**config.mk**
```make
export PLATFORM = sky130hd
export DESIGN_NAME = port_arbiter_flat
export DESIGN_NICKNAME = d
export VERILOG_FILES = /design/src/rtl/port_arbiter_pkg.sv /design/src/rtl/port_arbiter_if.sv /design/src/rtl/port_arbiter_rr_select.sv /design/src/rtl/port_arbiter.sv /design/src/flat_wrapper.sv
export SDC_FILE = /design/constraint.sdc
export NUM_CORES = 1
export LEC_CHECK = 0
export BUFFER_PORTS_ARGS = -buffer_cell sky130_fd_sc_hd__buf_2
export CAP_MARGIN = 10
export CORE_MARGIN = 4
export CORE_UTILIZATION = 40
export DETAILED_ROUTE_END_ITERATION = 10
export PLACE_DENSITY = 0.7
export SLEW_MARGIN = 20
export SYNTH_ARGS = -nofsm -noshare
export SYNTH_HDL_FRONTEND = slang
export SYNTH_SLANG_ARGS = --single-unit
```
**constraint.sdc**
```tcl
create_clock -name clk -period 2.4 [get_ports clk]
set_input_delay 0.6 -clock clk [delete_from_list [all_inputs] [get_ports clk]]
set_output_delay 0.6 -clock clk [all_outputs]
set_load 0.05 [all_outputs]
```
**src/rtl/port_arbiter_pkg.sv**
```systemverilog
// Shared definitions for the 4x4 FIFO switch arbiter: state encoding,
// default widths, threshold reset values and destination decode.
package port_arbiter_pkg;

    localparam int DEF_DATA_W = 10;
    localparam int DEF_LIM_W  = 3;
    localparam int DEF_CNT_W  = 5;

    localparam logic [DEF_LIM_W-1:0] LIM_LOW_RST  = 3'd1;
    localparam logic [DEF_LIM_W-1:0] LIM_HIGH_RST = 3'd7;

    typedef enum logic [1:0] {
        ST_RST    = 2'd0,
        ST_INIT   = 2'd1,
        ST_IDLE   = 2'd2,
        ST_ACTIVE = 2'd3
    } state_e;

    function automatic logic [3:0] dest_onehot(input logic [1:0] dest);
        logic [3:0] oh;
        case (dest)
            2'd0:    oh = 4'b0001;
            2'd1:    oh = 4'b0010;
            2'd2:    oh = 4'b0100;
            2'd3:    oh = 4'b1000;
            default: oh = 4'b0000;
        endcase
        return oh;
    endfunction

endpackage

```
**src/rtl/port_arbiter_if.sv**
```systemverilog
// Data-path handshake between the arbiter (master) and the input/output
// FIFO bank (slave).
interface port_arbiter_if
    import port_arbiter_pkg::*;
#(
    parameter int DATA_W = DEF_DATA_W
) ();

    logic [3:0]        in_empty;
    logic [DATA_W-1:0] data0_in;
    logic [DATA_W-1:0] data1_in;
    logic [DATA_W-1:0] data2_in;
    logic [DATA_W-1:0] data3_in;
    logic [3:0]        out_afull;
    logic [3:0]        in_pop;
    logic [3:0]        out_push;
    logic [DATA_W-1:0] out_data;

    modport master (
        input  in_empty, data0_in, data1_in, data2_in, data3_in, out_afull,
        output in_pop, out_push, out_data
    );

    modport slave (
        output in_empty, data0_in, data1_in, data2_in, data3_in, out_afull,
        input  in_pop, out_push, out_data
    );

endinterface

```
**src/rtl/port_arbiter_rr_select.sv**
```systemverilog
// 4-way round-robin picker: grants the first requester after ptr_i,
// wrapping 3 -> 0. Purely combinational; the caller registers the result.
module port_arbiter_rr_select (
    input  logic [3:0] req_i,
    input  logic [1:0] ptr_i,
    output logic [3:0] gnt_o,
    output logic [1:0] gnt_idx_o,
    output logic       gnt_vld_o
);

    logic [7:0] dbl_s;
    logic [3:0] rot_s;
    logic [1:0] off_s;

    assign dbl_s = {req_i, req_i};
    assign rot_s = dbl_s[3'(ptr_i) + 3'd1 +: 4];

    // Priority-encode the request vector rotated to start just after ptr_i
    always_comb begin
        off_s     = 2'd0;
        gnt_vld_o = 1'b1;
        casez (rot_s)
            4'b???1: off_s = 2'd0;
            4'b??10: off_s = 2'd1;
            4'b?100: off_s = 2'd2;
            4'b1000: off_s = 2'd3;
            default: gnt_vld_o = 1'b0;
        endcase
    end

    assign gnt_idx_o = ptr_i + 2'd1 + off_s;
    assign gnt_o     = gnt_vld_o ? (4'b0001 << gnt_idx_o) : 4'b0000;

endmodule

```
**src/rtl/port_arbiter.sv**
```systemverilog
// Round-robin arbiter and configuration controller for the 4x4 FIFO switch:
// pops one input word per cycle, routes it by dest bits, owns thresholds and counters.
module port_arbiter
    import port_arbiter_pkg::*;
#(
    parameter int DATA_W = DEF_DATA_W,
    parameter int LIM_W  = DEF_LIM_W,
    parameter int CNT_W  = DEF_CNT_W
) (
    input  logic              clk,
    input  logic              reset,
    input  logic              init,
    input  logic [LIM_W-1:0]  limit_low,
    input  logic [LIM_W-1:0]  limit_high,
    input  logic              req,
    input  logic [1:0]        idx,
    port_arbiter_if.master    bus,
    output logic [LIM_W-1:0]  lim_low_q,
    output logic [LIM_W-1:0]  lim_high_q,
    output logic [1:0]        state,
    output logic              idle,
    output logic              cfg_err,
    output logic [CNT_W-1:0]  counter_out,
    output logic              counter_valid
);

    state_e            state_q;
    logic              idle_q;
    logic              cfg_err_q;
    logic [3:0]        req_vec_s;
    logic [3:0]        gnt_s;
    logic [1:0]        gnt_idx_s;
    logic              gnt_vld_s;
    logic [3:0]        in_pop_q;
    logic [1:0]        pop_idx_q;
    logic [1:0]        ptr_q;
    logic              s1_vld_q;
    logic [1:0]        s1_idx_q;
    logic [3:0]        out_push_q;
    logic [DATA_W-1:0] out_data_q;
    logic [DATA_W-1:0] sel_data_s;
    logic              pipe_empty_s;
    logic [CNT_W-1:0]  cnt_q [4];
    logic [CNT_W-1:0]  counter_out_q;
    logic              counter_valid_q;

    assign pipe_empty_s = (in_pop_q == 4'b0000) && !s1_vld_q;

    // Mode FSM; idle is registered alongside the next state
    always_ff @(posedge clk) begin
        if (reset) begin
            state_q <= ST_RST;
            idle_q  <= 1'b0;
        end else begin
            case (state_q)
                ST_RST: begin
                    state_q <= init ? ST_INIT : ST_IDLE;
                    idle_q  <= !init;
                end
                ST_INIT: begin
                    state_q <= init ? ST_INIT : ST_IDLE;
                    idle_q  <= !init;
                end
                ST_IDLE: begin
                    if (init) begin
                        state_q <= ST_INIT;
                        idle_q  <= 1'b0;
                    end else if (bus.in_empty != 4'b1111) begin
                        state_q <= ST_ACTIVE;
                        idle_q  <= 1'b0;
                    end else begin
                        state_q <= ST_IDLE;
                        idle_q  <= 1'b1;
                    end
                end
                ST_ACTIVE: begin
                    if ((bus.in_empty == 4'b1111) && pipe_empty_s) begin
                        state_q <= ST_IDLE;
                        idle_q  <= 1'b1;
                    end else begin
                        state_q <= ST_ACTIVE;
                        idle_q  <= 1'b0;
                    end
                end
                default: begin
                    state_q <= ST_RST;
                    idle_q  <= 1'b0;
                end
            endcase
        end
    end

    // Any almost-full output freezes new pops; in-flight words still land
    always_comb begin
        if ((state_q == ST_ACTIVE) && (bus.out_afull == 4'b0000)) begin
            req_vec_s = ~bus.in_empty;
        end else begin
            req_vec_s = 4'b0000;
        end
    end

    port_arbiter_rr_select u_rr_select (
        .req_i     (req_vec_s),
        .ptr_i     (ptr_q),
        .gnt_o     (gnt_s),
        .gnt_idx_o (gnt_idx_s),
        .gnt_vld_o (gnt_vld_s)
    );

    // Read-data mux for the input popped one cycle earlier
    always_comb begin
        case (s1_idx_q)
            2'd0:    sel_data_s = bus.data0_in;
            2'd1:    sel_data_s = bus.data1_in;
            2'd2:    sel_data_s = bus.data2_in;
            2'd3:    sel_data_s = bus.data3_in;
            default: sel_data_s = {DATA_W{1'b0}};
        endcase
    end

    // Pop -> capture -> push pipeline; reset drops anything in flight
    always_ff @(posedge clk) begin
        if (reset) begin
            in_pop_q   <= 4'b0000;
            pop_idx_q  <= 2'd0;
            ptr_q      <= 2'd3;
            s1_vld_q   <= 1'b0;
            s1_idx_q   <= 2'd0;
            out_push_q <= 4'b0000;
            out_data_q <= {DATA_W{1'b0}};
        end else begin
            in_pop_q  <= gnt_s;
            pop_idx_q <= gnt_idx_s;
            if (gnt_vld_s) begin
                ptr_q <= gnt_idx_s;
            end
            s1_vld_q   <= (in_pop_q != 4'b0000);
            s1_idx_q   <= pop_idx_q;
            out_push_q <= s1_vld_q ? dest_onehot(sel_data_s[DATA_W-1 -: 2]) : 4'b0000;
            out_data_q <= s1_vld_q ? sel_data_s : {DATA_W{1'b0}};
        end
    end

    // Thresholds commit only when strictly ordered
    always_ff @(posedge clk) begin
        if (reset) begin
            lim_low_q  <= LIM_W'(LIM_LOW_RST);
            lim_high_q <= LIM_W'(LIM_HIGH_RST);
            cfg_err_q  <= 1'b0;
        end else if (state_q == ST_INIT) begin
            if (limit_low < limit_high) begin
                lim_low_q  <= limit_low;
                lim_high_q <= limit_high;
                cfg_err_q  <= 1'b0;
            end else begin
                cfg_err_q  <= 1'b1;
            end
        end
    end

    // Per-destination push counters, held at zero while configuring
    always_ff @(posedge clk) begin
        for (int d = 0; d < 4; d++) begin
            if (reset || (state_q == ST_INIT)) begin
                cnt_q[d] <= {CNT_W{1'b0}};
            end else if (out_push_q[d]) begin
                cnt_q[d] <= cnt_q[d] + CNT_W'(1);
            end
        end
    end

    // Counter read-back returns the value before this cycle's push
    always_ff @(posedge clk) begin
        if (reset) begin
            counter_out_q   <= {CNT_W{1'b0}};
            counter_valid_q <= 1'b0;
        end else if (req && (state_q != ST_RST)) begin
            counter_out_q   <= cnt_q[idx];
            counter_valid_q <= 1'b1;
        end else begin
            counter_valid_q <= 1'b0;
        end
    end

    assign bus.in_pop    = in_pop_q;
    assign bus.out_push  = out_push_q;
    assign bus.out_data  = out_data_q;
    assign state         = state_q;
    assign idle          = idle_q;
    assign cfg_err       = cfg_err_q;
    assign counter_out   = counter_out_q;
    assign counter_valid = counter_valid_q;

endmodule

```
**src/flat_wrapper.sv**
```systemverilog
// flat-port wrapper written by rule: the top's interface ports become plain ports
module port_arbiter_flat import port_arbiter_pkg::*;
#(
    parameter int DATA_W = DEF_DATA_W,
    parameter int LIM_W  = DEF_LIM_W,
    parameter int CNT_W  = DEF_CNT_W
)
  (clk, reset, init, limit_low, limit_high, req, idx, lim_low_q, lim_high_q, state, idle, cfg_err, counter_out, counter_valid, bus_in_empty, bus_data0_in, bus_data1_in, bus_data2_in, bus_data3_in, bus_out_afull, bus_in_pop, bus_out_push, bus_out_data);
  port_arbiter_if #(.DATA_W(DATA_W)) bus_i ();
  input  logic clk;
  input  logic reset;
  input  logic init;
  input  logic [LIM_W-1:0] limit_low;
  input  logic [LIM_W-1:0] limit_high;
  input  logic req;
  input  logic [1:0] idx;
  output logic [LIM_W-1:0] lim_low_q;
  output logic [LIM_W-1:0] lim_high_q;
  output logic [1:0] state;
  output logic idle;
  output logic cfg_err;
  output logic [CNT_W-1:0] counter_out;
  output logic counter_valid;
  input wire logic [$bits(bus_i.in_empty)-1:0] bus_in_empty;
  input wire logic [$bits(bus_i.data0_in)-1:0] bus_data0_in;
  input wire logic [$bits(bus_i.data1_in)-1:0] bus_data1_in;
  input wire logic [$bits(bus_i.data2_in)-1:0] bus_data2_in;
  input wire logic [$bits(bus_i.data3_in)-1:0] bus_data3_in;
  input wire logic [$bits(bus_i.out_afull)-1:0] bus_out_afull;
  output wire logic [$bits(bus_i.in_pop)-1:0] bus_in_pop;
  output wire logic [$bits(bus_i.out_push)-1:0] bus_out_push;
  output wire logic [$bits(bus_i.out_data)-1:0] bus_out_data;
  assign bus_i.in_empty = bus_in_empty;
  assign bus_i.data0_in = bus_data0_in;
  assign bus_i.data1_in = bus_data1_in;
  assign bus_i.data2_in = bus_data2_in;
  assign bus_i.data3_in = bus_data3_in;
  assign bus_i.out_afull = bus_out_afull;
  assign bus_in_pop = bus_i.in_pop;
  assign bus_out_push = bus_i.out_push;
  assign bus_out_data = bus_i.out_data;
  port_arbiter #(.DATA_W(DATA_W), .LIM_W(LIM_W), .CNT_W(CNT_W)) u_core (.clk(clk), .reset(reset), .init(init), .limit_low(limit_low), .limit_high(limit_high), .req(req), .idx(idx), .bus(bus_i), .lim_low_q(lim_low_q), .lim_high_q(lim_high_q), .state(state), .idle(idle), .cfg_err(cfg_err), .counter_out(counter_out), .counter_valid(counter_valid));
endmodule
```
==> summary.md <==
| Metric | Value |
|---|---|
| Slowest cell delay on critical path | `between 500 and 600 ps` |
| Status | `finished, final reports clean` |
| Hold Path Class | `flop to flop` |
| GRT Total Usage | `15.8%` |
| Worst EP required | `approximately 2600 ps` |
| Ys flop type | `dfxtp_1` |
| Pleak | `between 1.5 and 2 nW` |
| Post-synthesis net count | `321` |
| Max stage delay cell, worst path | `dfxtp_1` |
| CTS root buffer | `clkbuf_8` |
| CP most frequent cell | `nand2_1` |
| Synth Area in Compound Gates | `about 6.4%` |
| Number of hold buffers added after cts | `0` |
| Final #Nets | `418` |
| Max cap viols | `0` |
| Worst-Margin Slew | `668 ps` |
| Final wirelength | `6370 microns` |
| FMAX | `507 MHz` |
| CP Capture Type | `flop` |
| Routability Congestion | `0.896` |
| Synth Area in Simple Gates | `roughly 17%` |
| Clock transition at path regs | `70 ps` |
| Area contributors post-synth | `dfxtp_1, edfxtp_1, mux4_2` |
| Via count | `2246` |
| First-pass GRT wire length | `roughly 11000 microns` |
| GRT overflow | `0` |
| Synthesis-stage register bit count | `between 60 and 70` |
| First-pass iteration count of the detailed router | `5` |
| Diode count | `0` |
| Final min period | `around 2000 ps` |
| Crit path buffers/inverters | `1` |
| Top cell type's share of synthesized area | `roughly 29%` |
| Fin util | `52.7%` |
| IO Pins | `94` |
| CP Class | `flop to flop` |
| Synth warn | `0` |
| Largest net degree at the start of global routing | `25` |
| WL/cell | `approximately 14 microns` |
| Post-synth top area cell | `dfxtp_1` |
| Largest family of logic cells by synthesized area | `simple AND/OR/NAND/NOR gates` |
| Layout Skew | `around 7.0 ps` |
| Critical Path Source Type | `flop` |
| Core area | `0.00687 sq mm` |
| Sequential cell area fraction in the yosys report | `49.5%` |
| Reg2Reg Setup Slack | `430 ps` |
| Fillers | `640` |
| Synth Cell Area | `0.00287 sq mm` |
| Number of gates resized after cts | `0` |
| Count leader, synth | `dfxtp_1` |
| Delay-heaviest family, CP | `compound AO/OA/AOI/OAI gates` |
| TritonCTS clock tree | `built` |
| Worst vdd ir | `346 uV` |
| Initial antenna violation count | `0` |
| Final hold vios | `0` |
| Clock Latency Late Sink | `340 ps` |
| Adder-cell share of the synthesized area | `about 3%` |
| Count of pins over their slew limit | `0` |
| Share of cells above drive strength 1 | `37.9%` |
| CTS H-tree lvls | `3` |
| Post-CTS Setup Repair Bufs | `0` |
| Critical path, cell by cell | `nor2_1 -> o2bb2ai_1 -> o21ai_0 -> o211ai_1 -> nand2_1 -> ha_1 -> buf_4 -> nand2_1 -> a311oi_1 -> a21oi_1` |
| Chip width | `92.7 microns` |
| Critical path peak fanout | `10` |
| Sink Count | `61` |
| Antenna Nets Post-Route | `0` |
| I/O Buffers | `93` |
| CP Data Arrival Time | `2170 ps` |
| Number of flops mapped to enable cells by yosys | `20` |
| Row count | `30` |
| Post-synth ARST share | `0%` |
| Max_slew headroom | `a little under three fifths` |
| Iteration-0 DRC Markers | `60` |
| Xor and xnor fraction of the mapped netlist area | `3.97%` |
| Cells after DPL | `436` |
| DP Wirelength | `4940 microns` |
| Number of distinct library cells after synthesis | `46` |
| Final period utilization | `82.1%` |
| Number of standard cells in the final layout excluding fillers | `approximately 450` |
| Mean post-synth cell area | `11.3 sq um` |
| Mapped Cells | `~250` |
| Synth cell count leaders | `dfxtp_1, nor2_1, edfxtp_1, nand2_1, mux4_2` |
| Clock Path Buffers | `2` |
| Final setup fails | `0` |
| Die ar. | `between 0.008 and 0.009 sq mm` |
| Number of global-route vias before repair | `2309` |
| Die Y | `approximately 93 microns` |
| Mux share of post-synthesis cell area | `16.6%` |
| P per Cell Area | `620 mW/mm^2` |
| Total CTS buffers | `9` |
| RSZ-0062 raised after global routing | `false` |
| Vias per cell | `4.97` |
| Setup TNS | `0 ps` |
| Initial Utilization | `41.8%` |
| Area grow syn2layout | `26.1%` |
| Remaining DRCs | `0` |
-- worst paths after layout --
path / depth (start not counted) / start / endpoint
worst min register to register: 1 / u_core.pop_idx_q[1] / u_core.s1_idx_q[1]
worst max-delay path: 10 / u_core.ptr_q[0] / u_core.ptr_q[1]
worst max register to register: 10 / u_core.ptr_q[0] / u_core.ptr_q[1]
worst min-delay path: 1 / u_core.pop_idx_q[1] / u_core.s1_idx_q[1]
-- registers in the layout, summed over array words and instances (netlist names) --
register and count:
u_core.cnt_q 20, u_core.bus.out_data 10, u_core.counter_out 5, u_core.bus.in_pop 4, u_core.bus.out_push 4, u_core.lim_high_q 3
u_core.lim_low_q 3, u_core.pop_idx_q 2, u_core.ptr_q 2, u_core.s1_idx_q 2, u_core.state 2, u_core.cfg_err 1
u_core.counter_valid 1, u_core.idle 1, u_core.s1_vld_q 1
-- through the flow --
stage / hold WS, ps / total power [mW] / setup slack, ps / cell area [sq um]
4_1_cts: 435 / 2.28 / 432 / 3620
3_5_place_dp: 430 / 1.42 / 123 / 3430
6_report: 443 / 2.25 / 429 / 3620
5_1_grt: 440 / 2.34 / 254 / 3620
3_3_place_gp: 423 / 1.41 / 191 / 3430
2_1_floorplan: 414 / 1.32 / 150 / 2870
-- logic make-up (layout without fill, tap and decap cells) --
| family | after synthesis | after routing |
|---|---|---|
| AND/OR/NAND/NOR | 101 | 101 |
| flip-flops | 61 | 61 |
| multiplexers | 28 | 28 |
| AO/OA/AOI/OAI | 24 | 24 |
| buffers and inverters | 20 | 122 |
| XOR/XNOR | 13 | 13 |
| adder cells (fa/ha/maj) | 7 | 7 |
-- report_power, final --
part | leakage [nW] | switching (mW) | internal, mW
Combinational | 1.03 | 0.154 | 0.114
Sequential | 0.546 | 0.0285 | 1.10
Clock | 0.0993 | 0.390 | 0.459
-- final cells by class --
class | instances | area (sq um) | share of cell area [%]
flip-flops and latches | 61 | 1420 | 39.3
multi-input cells | 173 | 1360 | 37.6
repair buffers | 97 | 495 | 13.7
clock buffers | 12 | 166 | 4.60
well taps | 96 | 120 | 3.32
inverters | 9 | 33.8 | 0.933
clock inverters | 4 | 20.0 | 0.553
-- routing by layer --
layer	vias to the layer above	global-route usage [%]	routed length, microns
met5	-	0	0
met4	0	4.27	29
met3	4	6.26	382
met2	71	27.2	3260
met1	1053	18.2	2700
li1	1118	-	-
-- cell usage in the layout, fill, tap and decap left out, drive strengths merged, types with 4 or more instances in the layout --
master | synthesis | routed
buf | 4 | 97
dfxtp | 41 | 41
nor2 | 34 | 34
edfxtp | 20 | 20
nand2 | 20 | 20
mux4 | 15 | 15
and3 | 13 | 13
clkbuf | 7 | 12
mux2i | 11 | 11
nand3 | 10 | 10
inv | 9 | 10
xor2 | 8 | 8
ha | 7 | 7
xnor2 | 5 | 5
o211ai | 5 | 5
a21oi | 5 | 5
nor2b | 4 | 4
or3 | 4 | 4
nor4 | 4 | 4
Power figures use the tool's default switching activity.
